**src/rtl/vending_pkg.sv**
```systemverilog
// Shared types and constants for the vending coin sequencer.
// Credit and prices are counted in half-units.
package vending_pkg;

  typedef enum logic [1:0] {
    IDLE  = 2'd0,
    PULSE = 2'd1,
    GAP   = 2'd2,
    DRAIN = 2'd3
  } state_t;

  localparam logic COIN_HALF = 1'b0;
  localparam logic COIN_ONE  = 1'b1;

  localparam int CREDIT_W = 3;
  localparam logic [CREDIT_W-1:0] PRICE_P1 = 3'd2;
  localparam logic [CREDIT_W-1:0] PRICE_P2 = 3'd4;

  function automatic logic [CREDIT_W-1:0] coin_value(input logic coin);
    return (coin == COIN_HALF) ? 3'd1 : 3'd2;
  endfunction

  function automatic logic [CREDIT_W-1:0] price_of(input logic sel);
    return sel ? PRICE_P2 : PRICE_P1;
  endfunction

endpackage

```
**src/rtl/vending_coin_sequencer_if.sv**
```systemverilog
// Coin-acceptor slot bus: per-slot valid/coin from the acceptors, one-hot ready back.
interface vending_coin_sequencer_if #(
  parameter int N_SLOT = 2
);
  logic [N_SLOT-1:0] slot_vld;
  logic [N_SLOT-1:0] slot_coin;
  logic [N_SLOT-1:0] slot_rdy;

  modport master (output slot_vld, output slot_coin, input slot_rdy);
  modport slave  (input slot_vld, input slot_coin, output slot_rdy);
endinterface

```
**src/rtl/rr_arbiter.sv**
```systemverilog
// N-way round-robin arbiter: combinational grant searching from ptr+1,
// pointer moves to the granted slot only when the caller accepts.
module rr_arbiter #(
  parameter int N = 2
) (
  input  logic                 clk,
  input  logic                 rst,
  input  logic [N-1:0]         req,
  input  logic                 upd,
  output logic [N-1:0]         gnt,
  output logic [$clog2(N)-1:0] gnt_idx,
  output logic                 gnt_any
);
  localparam int IDX_W = $clog2(N);

  logic [IDX_W-1:0] ptr_reg;
  int               cand;

  always_comb begin
    gnt_any = 1'b0;
    gnt_idx = '0;
    cand    = 0;
    for (int k = 1; k <= N; k++) begin
      cand = int'(ptr_reg) + k;
      if (cand >= N) cand = cand - N;
      if (!gnt_any && req[IDX_W'(cand)]) begin
        gnt_any = 1'b1;
        gnt_idx = IDX_W'(cand);
      end
    end
  end

  for (genvar gi = 0; gi < N; gi++) begin : g_onehot
    assign gnt[gi] = gnt_any && (gnt_idx == IDX_W'(gi));
  end

  // Reset to the last slot so slot 0 wins the first arbitration.
  always_ff @(posedge clk) begin
    if (!rst) begin
      ptr_reg <= IDX_W'(N - 1);
    end else if (upd) begin
      ptr_reg <= gnt_idx;
    end
  end

endmodule

```
**src/rtl/vending_coin_sequencer.sv**
```systemverilog
// Front-end for the two-product vending core: arbitrates coin slots, serialises
// each coin into a d1/d2 pulse, tracks credit and waits for the core's dispense.
module vending_coin_sequencer
  import vending_pkg::*;
#(
  parameter int N_SLOT    = 2,
  parameter int GAP_CYC   = 2,
  parameter int DRAIN_MAX = 4
) (
  input  logic                    clk,
  input  logic                    rst,
  vending_coin_sequencer_if.slave slots,
  input  logic                    sel_req,
  input  logic                    vm_out1,
  input  logic                    vm_out2,
  input  logic                    vm_out3,
  output logic                    vm_d1,
  output logic                    vm_d2,
  output logic                    vm_sel,
  output logic                    busy,
  output logic [CREDIT_W-1:0]     credit,
  output logic                    done,
  output logic                    change,
  output logic                    err
);
  localparam int IDX_W   = $clog2(N_SLOT);
  localparam int CNT_MAX = (GAP_CYC > DRAIN_MAX) ? GAP_CYC : DRAIN_MAX;
  localparam int CNT_W   = $clog2(CNT_MAX + 1);

  state_t              state_reg;
  logic [CNT_W-1:0]    cnt_reg;
  logic                coin_reg;
  logic [CREDIT_W-1:0] credit_reg;
  logic                vm_d1_reg;
  logic                vm_d2_reg;
  logic                vm_sel_reg;
  logic                busy_reg;
  logic                done_reg;
  logic                change_reg;
  logic                err_reg;

  logic [N_SLOT-1:0]   gnt;
  logic [IDX_W-1:0]    gnt_idx;
  logic                gnt_any;
  logic                accept_win;
  logic                accept;
  logic                coin_in;
  logic [CREDIT_W-1:0] credit_next;
  logic [CREDIT_W-1:0] price;

  rr_arbiter #(
    .N (N_SLOT)
  ) u_arb (
    .clk     (clk),
    .rst     (rst),
    .req     (slots.slot_vld),
    .upd     (accept),
    .gnt     (gnt),
    .gnt_idx (gnt_idx),
    .gnt_any (gnt_any)
  );

  // Slots may only be accepted in IDLE or once the inter-coin gap has elapsed.
  always_comb begin
    accept_win  = rst && ((state_reg == IDLE) || ((state_reg == GAP) && (cnt_reg == '0)));
    accept      = accept_win && gnt_any;
    coin_in     = slots.slot_coin[gnt_idx];
    credit_next = credit_reg + coin_value(coin_reg);
    price       = price_of(vm_sel_reg);
  end

  assign slots.slot_rdy = accept_win ? gnt : '0;

  always_ff @(posedge clk) begin
    if (!rst) begin
      state_reg  <= IDLE;
      cnt_reg    <= '0;
      coin_reg   <= COIN_HALF;
      credit_reg <= '0;
      vm_d1_reg  <= 1'b0;
      vm_d2_reg  <= 1'b0;
      vm_sel_reg <= 1'b0;
      busy_reg   <= 1'b0;
      done_reg   <= 1'b0;
      change_reg <= 1'b0;
      err_reg    <= 1'b0;
    end else begin
      vm_d1_reg  <= 1'b0;
      vm_d2_reg  <= 1'b0;
      done_reg   <= 1'b0;
      change_reg <= 1'b0;
      err_reg    <= 1'b0;

      case (state_reg)
        IDLE: begin
          vm_sel_reg <= sel_req;
        end
        PULSE: begin
          credit_reg <= credit_next;
          if (credit_next >= price) begin
            state_reg <= DRAIN;
            cnt_reg   <= '0;
          end else begin
            state_reg <= GAP;
            cnt_reg   <= CNT_W'(GAP_CYC);
          end
        end
        GAP: begin
          if (cnt_reg != '0) cnt_reg <= cnt_reg - CNT_W'(1);
        end
        DRAIN: begin
          if (vm_out1 || vm_out2) begin
            done_reg   <= 1'b1;
            change_reg <= vm_out3;
            credit_reg <= '0;
            busy_reg   <= 1'b0;
            cnt_reg    <= '0;
            state_reg  <= IDLE;
          end else if (cnt_reg == CNT_W'(DRAIN_MAX - 1)) begin
            err_reg    <= 1'b1;
            credit_reg <= '0;
            busy_reg   <= 1'b0;
            cnt_reg    <= '0;
            state_reg  <= IDLE;
          end else begin
            cnt_reg <= cnt_reg + CNT_W'(1);
          end
        end
        default: state_reg <= IDLE;
      endcase

      // An accept overrides the per-state update; select stays frozen after the first coin.
      if (accept) begin
        coin_reg  <= coin_in;
        busy_reg  <= 1'b1;
        vm_d1_reg <= (coin_in == COIN_HALF);
        vm_d2_reg <= (coin_in == COIN_ONE);
        state_reg <= PULSE;
      end
    end
  end

  assign vm_d1  = vm_d1_reg;
  assign vm_d2  = vm_d2_reg;
  assign vm_sel = vm_sel_reg;
  assign busy   = busy_reg;
  assign credit = credit_reg;
  assign done   = done_reg;
  assign change = change_reg;
  assign err    = err_reg;

endmodule

```
**src/flat_wrapper.sv**
```systemverilog
// flat-port wrapper written by rule: the top's interface ports become plain ports
module vending_coin_sequencer_flat import vending_pkg::*;
#(
  parameter int N_SLOT    = 2,
  parameter int GAP_CYC   = 2,
  parameter int DRAIN_MAX = 4
)
  (clk, rst, sel_req, vm_out1, vm_out2, vm_out3, vm_d1, vm_d2, vm_sel, busy, credit, done, change, err, slots_slot_vld, slots_slot_coin, slots_slot_rdy);
  vending_coin_sequencer_if #(.N_SLOT(N_SLOT)) slots_i ();
  input  logic clk;
  input  logic rst;
  input  logic sel_req;
  input  logic vm_out1;
  input  logic vm_out2;
  input  logic vm_out3;
  output logic vm_d1;
  output logic vm_d2;
  output logic vm_sel;
  output logic busy;
  output logic [CREDIT_W-1:0] credit;
  output logic done;
  output logic change;
  output logic err;
  input wire logic [$bits(slots_i.slot_vld)-1:0] slots_slot_vld;
  input wire logic [$bits(slots_i.slot_coin)-1:0] slots_slot_coin;
  output wire logic [$bits(slots_i.slot_rdy)-1:0] slots_slot_rdy;
  assign slots_i.slot_vld = slots_slot_vld;
  assign slots_i.slot_coin = slots_slot_coin;
  assign slots_slot_rdy = slots_i.slot_rdy;
  vending_coin_sequencer #(.N_SLOT(N_SLOT), .GAP_CYC(GAP_CYC), .DRAIN_MAX(DRAIN_MAX)) u_core (.clk(clk), .rst(rst), .slots(slots_i), .sel_req(sel_req), .vm_out1(vm_out1), .vm_out2(vm_out2), .vm_out3(vm_out3), .vm_d1(vm_d1), .vm_d2(vm_d2), .vm_sel(vm_sel), .busy(busy), .credit(credit), .done(done), .change(change), .err(err));
endmodule
```
**config.mk**
```make
export PLATFORM = sky130hd
export DESIGN_NAME = vending_coin_sequencer_flat
export DESIGN_NICKNAME = d
export VERILOG_FILES = /design/src/rtl/vending_pkg.sv /design/src/rtl/vending_coin_sequencer_if.sv /design/src/rtl/rr_arbiter.sv /design/src/rtl/vending_coin_sequencer.sv /design/src/flat_wrapper.sv
export SDC_FILE = /design/constraint.sdc
export NUM_CORES = 1
export LEC_CHECK = 0
export BUFFER_PORTS_ARGS = -buffer_cell sky130_fd_sc_hd__buf_4
export CORE_MARGIN = 4
export CORE_UTILIZATION = 55
export DETAILED_ROUTE_END_ITERATION = 16
export GPL_TIMING_DRIVEN = 1
export MAX_ROUTING_LAYER = met4
export PLACE_DENSITY_LB_ADDON = 0.12
export SETUP_SLACK_MARGIN = 0.1
export SYNTH_ARGS = -nofsm -noshare
export SYNTH_HDL_FRONTEND = slang
export SYNTH_SLANG_ARGS = --single-unit
```
**constraint.sdc**
```tcl
create_clock -name clk -period 4 [get_ports clk]
set_input_delay 0.2 -clock clk [delete_from_list [all_inputs] [get_ports clk]]
set_output_delay 0.2 -clock clk [all_outputs]
set_load 0.05 [all_outputs]
```
==> run summary <==
The depth of the CTS H-tree is 1. The area used by multi-input combinational logic came out at 494 um2. The critical path is of the register to register type. For this design the ratio of total power to cell area is 361 nW/um2. In this run the count of I/O pins placed on the die edge is 22. In this design, the largest share of critical-path delay is due to adder cells. The worst setup path is captured at a register.

The final max-slew violation count is 0. Port buffering added 20 buffers. The biggest area contributor in the post-synthesis netlist is sky130_fd_sc_hd__dfxtp_1. The proportion of register bits with asynchronous set or reset after synthesis is 0. The post-synthesis instance area came out at 898 um2.

The cell with the most instances after synthesis is sky130_fd_sc_hd__dfxtp_1. The count of flip-flops with a built-in enable after synthesis came out at 0. The count of hold-fix buffers inserted at cts came out at 0. The setup TNS after final layout is 0 ns. In the finished design, the share of the clock period the worst path needs comes to 0.585. Relative to the synthesized area, the layout overhead comes to 18.8%. For this configuration, the core starts out at a cell density of 0.589. The area of all placed cells without fillers came out at 1070 um2. The final worst-path setup slack is 1.66 ns.

The arrival time reported for the critical path endpoint came out at 2.57 ns. The floorplan core area came out at 1520 um2. The worst max-slew margin expressed relative to the limit came out at 0.625. The iteration count of the initial detailed-routing pass came out at 4.

The utilization after layout came out at 0.700. The largest fanout of any net on the critical path is 3. The weighted congestion reported at the end of routability-driven placement came out at 0.782. The final routed wire length divided by cell count is 13.2 um. STA classifies the critical path startpoint as a register. For this run, the top clock speed supported by timing is 427 MHz. The area share of the largest cell type after synthesis came out at 0.379.

The cell repeated most along the worst path is sky130_fd_sc_hd__ha_1. The DRC violations left came out at 0. After filler insertion, the fill cell instance count of the layout stands at 120. The count of cell types in the netlist is 36.

The net count after synthesis came out at 113. The pin count of the biggest net entering global routing came out at 17. The total vias in the final route came out at 743. The number of max-cap violations is 0. By count the netlist is led by sky130_fd_sc_hd__dfxtp_1, sky130_fd_sc_hd__nor2_1, sky130_fd_sc_hd__inv_1, sky130_fd_sc_hd__nand2_1, sky130_fd_sc_hd__ha_1. Post-CTS repair changed the size of 0 cells. Data on the critical path is required at its endpoint by 4.23 ns.

The final number of hold-violating endpoints was 0. The Yosys step of the flow raised 0 warnings. The worst clock skew came out at 0.00113 ns.

At the pin with the least slew margin, the transition time is 0.562 ns. The leakage power summed over all cells came out at 0.454 nW. Measured along the y axis, the die boundary spans 48.4 um. In this run the cell area measured after placement is 1040 um2.

The source-to-sink clock delay at the later pin of the worst-skew pair came out at 0.28 ns. The number of setup buffers added after CTS is 0. The number of DRC markers in iteration 0 is 26. The die covers 2340 um2. The number of rows in the core area is 14. The flip-flop and latch count after synthesis came out at 17. On the critical path, the stage with the largest delay is an instance of sky130_fd_sc_hd__fa_1.

The antenna violation net count after detailed routing came out at 0. The final instance count without filler cells came out at 133. The final wirelength came out at 1.75 mm. The detailed-route vias per instance came out at 5.59. TritonCTS built the clock tree. The worst hold path class is primary input to register. No sink is reached through more buffers than the 2 on the longest clock path.

The fraction of final layout cells sized beyond drive strength 1 came out at 0.282. For this design, the sink count on the clock tree is 17. The number of inserted diodes is 0.

The setup violation total in the final timing report is 0. The worst setup timing slack at the placement stage is 1.67 ns. The highest cell delay on the worst timing path came out at 0.44 ns. In the global route stage, overall resource usage came out at 0.170. In the synthesized netlist the dominant register cell turns out to be sky130_fd_sc_hd__dfxtp_1. The buffer cell driving the clock tree root is sky130_fd_sc_hd__clkbuf_4. The flow ran to the end, and the final reports show no timing, DRC or antenna violations.

The count of buffering cells on the critical path with inverters included came out at 1. The total power of the final layout came out at 386 uW. The first global-routing pass estimated 3.13 mm of wire.

The cell total after placement is 129. In the synthesized netlist, the number of instances is 96. Detailed placement finished with a half-perimeter wire length of 1.37 mm.

A synthesized cell averages 9.36 um2. The number of buffers added by the clock tree synthesis step came out at 3. The sum of overflow across all layers after global routing is 0.

Setup repair after global routing left no endpoint under its margin. The die width came out at 48.4 um. Sorting the synthesized cells by area gives the leading types as sky130_fd_sc_hd__dfxtp_1, sky130_fd_sc_hd__ha_1, sky130_fd_sc_hd__nor2_1.

The number of antenna violations at the first check in global routing came out at 0. The final-stage net count came out at 135. The number of global-route vias before repair was 701. The time the worst path needs with I/O delays and setup is 2.34 ns. The peak ir drop on the vdd network came out at 0.235 mV. The tightest hold path in the finished design has a slack of 0.114 ns. Clock-pin slew was measured on the worst setup and hold paths at 0.09 ns. The sequential cell area is 340 um2. The share of the Yosys chip area taken by registers is 0.379. Walking the worst path, the cells encountered are inv_1 -> ha_1 -> fa_1 -> xor2_1 -> ha_1 -> nor2_1 -> a31oi_1 -> a2111oi_1 -> a31o_1.
[cells by family (layout without fill, tap and decap cells)]
group / after synthesis / in the layout / share of synthesized area
muxes: 2 / 2 / 0.0223
DFF: 17 / 17 / 0.379
buffers and inverters: 12 / 33 / 0.0710
adders and majority gates: 7 / 7 / 0.106
AOI/OAI and AO/OA: 22 / 22 / 0.199
and+or+nand+nor: 35 / 35 / 0.213
xor gates and xnor gates: 1 / 1 / 0.00975
[layout by cell type, fill, tap and decap left out, types with 3 or more instances in the layout]
cell type                  instances
sky130_fd_sc_hd__nand3_1           4
sky130_fd_sc_hd__clkbuf_4          3
sky130_fd_sc_hd__nand2_1           8
sky130_fd_sc_hd__ha_1              6
sky130_fd_sc_hd__inv_1             8
sky130_fd_sc_hd__a31oi_1           4
sky130_fd_sc_hd__buf_4            20
sky130_fd_sc_hd__and2_1            3
sky130_fd_sc_hd__dfxtp_1          17
sky130_fd_sc_hd__o21ai_0           3
sky130_fd_sc_hd__nor2_1            9
[report_power, final]
part / internal (mW) / switching [mW]
combinational: 0.0393 / 0.0646
clock: 0.0387 / 0.0505
sequential: 0.180 / 0.0130
total: 0.258 / 0.128
[metal layers]
layer	routed length [um]	up-vias	GRT usage
li1	-	378	-
met1	772	337	0.216
met2	859	26	0.261
met3	115	2	0.0337
met4	4	0	0.0691
met5	0	-	-
[cell type report]
type | instances | share of cell area
Tap cell | 16 | 0.0188
Inverter | 9 | 0.0340
Clock buffer | 4 | 0.0246
Timing Repair Buffer | 20 | 0.141
Sequential cell | 17 | 0.319
Multi-Input combinational cell | 67 | 0.463
[worst reg2reg max path: stages (launching register included)]
cell and delay, ns:
sky130_fd_sc_hd__dfxtp_1 0.36, sky130_fd_sc_hd__inv_1 0.08, sky130_fd_sc_hd__ha_1 0.20, sky130_fd_sc_hd__fa_1 0.44, sky130_fd_sc_hd__xor2_1 0.17, sky130_fd_sc_hd__ha_1 0.27, sky130_fd_sc_hd__nor2_1 0.08, sky130_fd_sc_hd__a31oi_1 0.07
sky130_fd_sc_hd__a2111oi_1 0.44, sky130_fd_sc_hd__a31o_1 0.17
[worst paths after layout]
check,to,from,slack [ns],depth (start not counted)
worst min-delay path,u_core.change,vm_out3,0.11,2
worst max register to register,u_core.cnt_reg[1],u_core.coin_reg,1.66,9
worst max-delay path,u_core.cnt_reg[1],u_core.coin_reg,1.66,9
worst min register to register,u_core.busy,u_core.busy,0.47,2
Note: power is estimated with default switching activity, not from simulation.
